File: src/rtl/led_display_phy_pkg.sv
// rtl/led_display_phy_pkg.sv - shared types, sizes and pixel indexing for the LED display PHY
//
// Contents:
//   rgb_row_t          384-bit row-pair (64 columns x 6 colour bits)
//   NUM_COLS           columns per row
//   NUM_ROW_ADDR_BITS  width of the row-pair address
//   COL_BITS           width of a column index
//   phy_state_t        serialiser state encoding
//   pixel_lsb()        bit offset of a column's 6-bit pixel inside rgb_row_t
package led_display_package;

  typedef logic [383:0] rgb_row_t;

  localparam int NUM_COLS          = 64;
  localparam int NUM_ROW_ADDR_BITS = 4;
  localparam int COL_BITS          = 6;

  typedef enum logic [1:0] {
    ST_RESET,
    ST_IDLE,
    ST_SHIFT,
    ST_LATCH
  } phy_state_t;

  // Pixel c lives at row[6c+5:6c] = {b_bot, g_bot, r_bot, b_top, g_top, r_top}.
  function automatic logic [8:0] pixel_lsb(input logic [COL_BITS-1:0] col);
    return 9'(col) * 9'd6;
  endfunction

endpackage

File: src/rtl/led_display_phy_bit_clk_gen.sv
// rtl/led_display_phy_bit_clk_gen.sv - divide-by-HALF strobe generator for the panel bit clock
//
// Ports:
//   clk    in   system clock
//   rst_n  in   asynchronous active-low reset
//   run    in   count while high; low clears the divider and the phase
//   rise   out  one-cycle strobe: end of a low half-period
//   fall   out  one-cycle strobe: end of a high half-period
//   level  out  current bit-clock phase (0 = low half, 1 = high half)
module bit_clk_gen #(
  parameter int HALF = 3
) (
  input  logic clk,
  input  logic rst_n,
  input  logic run,
  output logic rise,
  output logic fall,
  output logic level
);

  localparam int            CW   = (HALF > 1) ? $clog2(HALF) : 1;
  localparam logic [CW-1:0] LAST = CW'(HALF - 1);

  logic [CW-1:0] cnt;
  logic          tick;

  assign tick = run && (cnt == LAST);
  assign rise = tick && !level;
  assign fall = tick && level;

  always_ff @(posedge clk or negedge rst_n) begin
    if (!rst_n) begin
      cnt   <= '0;
      level <= 1'b0;
    end else if (!run) begin
      // Restart aligned so the first half-period after run rises is a full HALF.
      cnt   <= '0;
      level <= 1'b0;
    end else if (tick) begin
      cnt   <= '0;
      level <= !level;
    end else begin
      cnt <= cnt + 1'b1;
    end
  end

endmodule

File: src/rtl/led_display_phy.sv
// rtl/led_display_phy.sv - HUB75-style row-pair serialiser (shift 64 columns, then latch)
//
// Ports:
//   clk_in            in   system clock
//   n_reset_in        in   asynchronous active-low reset
//   row_in            in   row-pair pixel data (rgb_row_t)
//   row_valid_in      in   row_in / row_address_in valid
//   row_ready_out     out  idle, row can be accepted
//   row_address_in    in   row-pair address 0..15
//   bit_clk_out       out  panel shift clock (panel samples on rising edge)
//   red/green/blue_top_out, red/green/blue_bot_out  out  colour bits
//   latch_out         out  panel latch enable
//   address_out       out  panel row address (held between latches)
module led_display_phy
  import led_display_package::*;
#(
  parameter int SYS_CLK_FREQ = 100_000_000,
  parameter int BCLK_FREQ    = 21_000_000,
  parameter int NUM_COLS     = led_display_package::NUM_COLS
) (
  input  logic                         clk_in,
  input  logic                         n_reset_in,
  input  rgb_row_t                     row_in,
  input  logic                         row_valid_in,
  output logic                         row_ready_out,
  input  logic [NUM_ROW_ADDR_BITS-1:0] row_address_in,
  output logic                         bit_clk_out,
  output logic                         red_top_out,
  output logic                         green_top_out,
  output logic                         blue_top_out,
  output logic                         red_bot_out,
  output logic                         green_bot_out,
  output logic                         blue_bot_out,
  output logic                         latch_out,
  output logic [NUM_ROW_ADDR_BITS-1:0] address_out
);

  // Rounded up so the bit clock never exceeds BCLK_FREQ.
  localparam int HALF_RAW = (SYS_CLK_FREQ + 2 * BCLK_FREQ - 1) / (2 * BCLK_FREQ);
  localparam int HALF     = (HALF_RAW < 1) ? 1 : HALF_RAW;

  localparam logic [COL_BITS-1:0] COL_LAST = COL_BITS'(NUM_COLS - 1);

  phy_state_t                   state, state_d;
  rgb_row_t                     row_q;
  logic [NUM_ROW_ADDR_BITS-1:0] addr_q;
  logic [NUM_ROW_ADDR_BITS-1:0] address_q;
  logic [COL_BITS-1:0]          col;
  logic [1:0]                   step;
  logic                         capture;
  logic                         rise, fall, level;
  logic [5:0]                   pixel;

  bit_clk_gen #(.HALF(HALF)) u_bit_clk_gen (
    .clk   (clk_in),
    .rst_n (n_reset_in),
    .run   ((state == ST_SHIFT) || (state == ST_LATCH)),
    .rise  (rise),
    .fall  (fall),
    .level (level)
  );

  // LATCH is four HALF units: settle, latch high, latch high, settle.
  always_comb begin
    state_d = state;
    capture = 1'b0;
    unique case (state)
      ST_RESET: state_d = ST_IDLE;
      ST_IDLE: begin
        if (row_valid_in) begin
          state_d = ST_SHIFT;
          capture = 1'b1;
        end
      end
      ST_SHIFT: begin
        if (fall && (col == '0)) state_d = ST_LATCH;
      end
      ST_LATCH: begin
        if ((rise || fall) && (step == 2'd3)) state_d = ST_IDLE;
      end
      default: state_d = ST_IDLE;
    endcase
  end

  always_ff @(posedge clk_in or negedge n_reset_in) begin
    if (!n_reset_in) begin
      state     <= ST_RESET;
      row_q     <= '0;
      addr_q    <= '0;
      address_q <= '0;
      col       <= '0;
      step      <= '0;
    end else begin
      state <= state_d;
      if (capture) begin
        row_q  <= row_in;
        addr_q <= row_address_in;
        col    <= COL_LAST;
      end
      // Column advances on the falling edge so data is stable across each rise.
      if ((state == ST_SHIFT) && fall && (col != '0)) col <= col - 1'b1;
      if ((state == ST_SHIFT) && (state_d == ST_LATCH)) begin
        address_q <= addr_q;
        step      <= '0;
      end
      if ((state == ST_LATCH) && (rise || fall)) step <= step + 1'b1;
    end
  end

  assign pixel = (state == ST_SHIFT) ? row_q[pixel_lsb(col) +: 6] : 6'b0;

  assign row_ready_out = (state == ST_IDLE);
  assign bit_clk_out   = (state == ST_SHIFT) && level;
  assign red_top_out   = pixel[0];
  assign green_top_out = pixel[1];
  assign blue_top_out  = pixel[2];
  assign red_bot_out   = pixel[3];
  assign green_bot_out = pixel[4];
  assign blue_bot_out  = pixel[5];
  assign latch_out     = (state == ST_LATCH) && ((step == 2'd1) || (step == 2'd2));
  assign address_out   = address_q;

endmodule

File: config.mk
export PLATFORM = sky130hd
export DESIGN_NAME = led_display_phy
export DESIGN_NICKNAME = d
export VERILOG_FILES = /design/src/rtl/led_display_phy_pkg.sv /design/src/rtl/led_display_phy_bit_clk_gen.sv /design/src/rtl/led_display_phy.sv
export SDC_FILE = /design/constraint.sdc
export NUM_CORES = 1
export LEC_CHECK = 0
export ABC_AREA = 0
export CORE_MARGIN = 1
export CORE_UTILIZATION = 46
export CTS_CLUSTER_DIAMETER = 40
export DETAILED_ROUTE_END_ITERATION = 6
export PLACE_DENSITY = 0.77
export SKIP_LAST_GASP = 1
export SLEW_MARGIN = 0
export SYNTH_ARGS = -nofsm -noshare
export SYNTH_HDL_FRONTEND = slang
export SYNTH_SLANG_ARGS = --single-unit
File: constraint.sdc
create_clock -name clk_in -period 2.6 [get_ports clk_in]
set_input_delay 0.39 -clock clk_in [delete_from_list [all_inputs] [get_ports clk_in]]
set_output_delay 0.39 -clock clk_in [all_outputs]
set_load 0.005 [all_outputs]
==> summary.md <==
| Metric | Value |
|---|---|
| Status | `finished, violations left` |
| Failing checks | `negative setup slack` |
| Layout area overhead | `42.1%` |
| CTS Sinks | `405` |
| Ranking of synthesized cells by area | `dfrtp_1 55%, nand2_1 24%, mux4_2 11%` |
| DIE HEIGHT | `202 um` |
| Final Setup Violations | `6` |
| Reg area | `10100 um^2` |
| Area of the multi-input gates | `7990 um^2` |
| DP HPWL | `42400 um` |
| Startpoint Class | `flip-flop` |
| Die width | `202 um` |
| Cell row count | `72` |
| Hold_sp | `row_in[349]` |
| Final worst path period need | `3.33 ns` |
| Post-DP Area | `23400 um^2` |
| Worst-Skew Late Latency | `0.59 ns` |
| Yosys cell types | `44` |
| Boundary pin count | `404` |
| Synth area leader | `dfrtp_1` |
| Vias | `15800` |
| Most used DFF post-synth | `dfrtp_1` |
| Slew margin rel. | `0.564` |
| Mapped cell area | `18300 um^2` |
| Worst-margin pin slew | `0.654 ns` |
| Number of enable flip-flop cells after synthesis | `0` |
| Leak Pwr | `12.8 nW` |
| Worst path slowest cell | `dfrtp_4` |
| Post-route cell area | `26100 um^2` |
| Mapped Nets | `2352` |
| Element type at the critical path end | `output port` |
| Htree depth | `2` |
| Initial antenna violation count | `3` |
| Final worst clock skew | `0.0149 ns` |
| Synth async-reset ratio | `1.00` |
| Crit path DAT | `2.94 ns` |
| Synth Area in Simple Gates | `0.258` |
| Routed wire per std cell | `19.8 um` |
| I/O Buffers | `403` |
| Worst Setup SP | `col[0]$_DFFE_PN0P_` |
| Syn Area/Cell | `9.37 um^2` |
| CORE AREA | `39000 um^2` |
| Total Wirelength | `58700 um` |
| Initial Util | `0.470` |
| Main combinational cell family by area after synthesis | `simple AND/OR/NAND/NOR gates` |
| Hold depth | `3` |
| Unrepaired setup endpoints after global routing | `yes` |
| Multiplexer share of the synthesized area | `0.131` |
| TritonRoute pass-1 iters | `6` |
| Worst Path Max Fanout | `4` |
| Gr ovfl total | `0` |
| CTS Buf Count | `54` |
| Worst setup path class | `flip-flop to output port` |
| Final slew viol count | `0` |
| Vias/cell | `5.31` |
| Critical Path RT | `2.21 ns` |
| Worst r2r src | `col[1]$_DFFE_PN0P_` |
| Cell mode on critical path | `buf_12` |
| Final TNS setup | `-4.13 ns` |
| Seq/Total Area, Yosys | `0.552` |
| Vias in the first global route | `16700` |
| FMAX | `300 MHz` |
| Worst-path clk slew | `0.06 ns` |
| CTS tree | `built` |
| Die ar. | `40700 um^2` |
| Nets | `2802` |
| Fraction of layout cells with a size suffix above 1 | `0.153` |
| Max Cap Viol | `0` |
| Fillers | `2931` |
| Power per Cell Area | `1090 nW/um^2` |
| Ys Warns | `0` |
| VDD IR max | `0.000561 V` |
| Fin crit share | `1.28` |
| Worst path cell trace | `buf_12 > buf_12 > buf_4 > mux4_2 > a22oi_2 > nand2_1 > a2111oi_2 > nor3_1 > buf_2` |
| Post-Synthesis Cells | `1958` |
| CP max stage delay | `0.51 ns` |
| R2R depth | `8` |
| Gpl congestion | `0.918` |
| Synth cell count leaders | `1193 x nand2_1, 405 x dfrtp_1, 93 x mux4_2` |
| Top-area cell type share of the netlist area | `0.552` |
| Post-Synth Adder-Cell Area | `0.00205` |
| Crit Reg-Reg Endpoint | `col[5]$_DFFE_PN0P_` |
| Hold Path Class | `input pin to flip-flop` |
| Drc violations | `0` |
| Synth Area in Compound Gates | `0.0250` |
| Gr usage total | `0.295` |
| Max Root-Sink Buffers | `3` |
| Hold Crit Endpoint | `row_q[349]$_DFFE_PN0P_` |
| Fin worst setup slack | `-0.732 ns` |
| Pin count of the biggest net entering global routing | `109` |
| Flops & latches, synth | `405` |
| CTS root buf | `clkbuf_16` |
| Final Hold Vio Count | `0` |
| Synth Area in XOR/XNOR | `0.000477` |
| Final ANT Viol Nets | `0` |
| First-pass GRT wire length | `92100 um` |
| R2r setup slk | `0.17 ns` |
| Count leader, synth | `nand2_1` |
| Detailed Route Iter0 Violations | `1278` |
layer usage:
metal  GRT usage  up-vias  part of all wire
met5           0        -                 0
met4       0.139        0             0.046
met3      0.0567      154             0.077
met2       0.478      709              0.48
met1       0.383     7708              0.39
li1            -     7205                 -
how the worst max path moves through the flow:
stage | end | cells after the start
6_report | blue_top_out | 9
5_1_grt | blue_bot_out | 10
4_1_cts | green_bot_out | 10
3_5_place_dp | green_bot_out | 8
3_3_place_gp | green_bot_out | 8
2_1_floorplan | address_out[0]$_DFFE_PN0P_ | 8
area by class of cell:
type | count | area share
clock inverters | 30 | 0.0134
clock buffers | 71 | 0.0590
well taps | 518 | 0.0249
repair buffers | 517 | 0.207
flip-flops and latches | 405 | 0.389
inverters | 3 | 0.000432
multi-input cells | 1427 | 0.307
diodes | 2 | 0.000192
cell families after synthesis:
group                      count (synthesis)
and+or+nand+nor                         1236
DFF                                      405
buffers and inverters                    126
muxes                                    123
AOI/OAI and AO/OA                         64
adders and majority gates                  3
xor gates and xnor gates                   1
stage by stage:
step | setup slack, ns | hold WS (ns) | std cells | power, mW | utilization
after detailed placement | -0.709 | 0.430 | 2839 | 19.7 | 0.600
after floorplan | 0.121 | 0.0944 | 1958 | 16.0 | -
final | -0.732 | 0.320 | 2973 | 28.5 | 0.668
after CTS | -0.730 | 0.304 | 2967 | 28.3 | 0.666
after global routing | -0.787 | 0.325 | 2971 | 30.1 | 0.668
after global placement | -0.753 | 0.412 | 2839 | 19.4 | 0.600
flip-flops by register name (all words and copies together) (netlist names):
signal,count
row_q,384
u_bit_clk_gen.cnt,2
addr_q,4
u_bit_clk_gen.level,1
col,6
address_out,4
step,2
state,2
critical path, delay by kind of cell (launching register included):
family          cells  cell delay (ns)
simple gates        2             0.26
buf+inv             4             0.56
mux                 1             0.43
compound gates      2             0.59
flops               1             0.51
report_power, final:
group	switching, mW	internal [mW]
sequential	1.98	9.18
combinational	4.75	4.97
clock	2.94	4.71
total	9.67	18.9
cells in the final DEF, fill, tap and decap left out, drive strengths merged, types with 3 or more instances in the layout:
cell type and instances:
nand2 1193, dfrtp 405, clkdlybuf4s50 396, buf 120, mux4 93, clkbuf 71
a22oi 20, mux2i 18, a21oi 12, mux2 12, clkinv 11, clkinvlp 9
nor3 9, inv 8, nor2 8, o21ai 7, o221ai 6, nand2b 5
bufinv 5, nor2b 4, a221oi 4, a2111oi 4, or2 3, ha 3
and2 3, a31oi 3
what timing repair did:
| item | 4_1_cts | 5_1_grt |
|---|---|---|
| endpoints found under the setup margin | 6 | 6 |
| endpoints found under the hold margin | 64 | 0 |
| resized for setup | 95 | 17 |
| setup buffers | 24 | 5 |
| cloned | 5 | 0 |
| hold buffers | 1 | 0 |
| pin swaps | 30 | 13 |
Note: power is estimated with default switching activity, not from simulation.
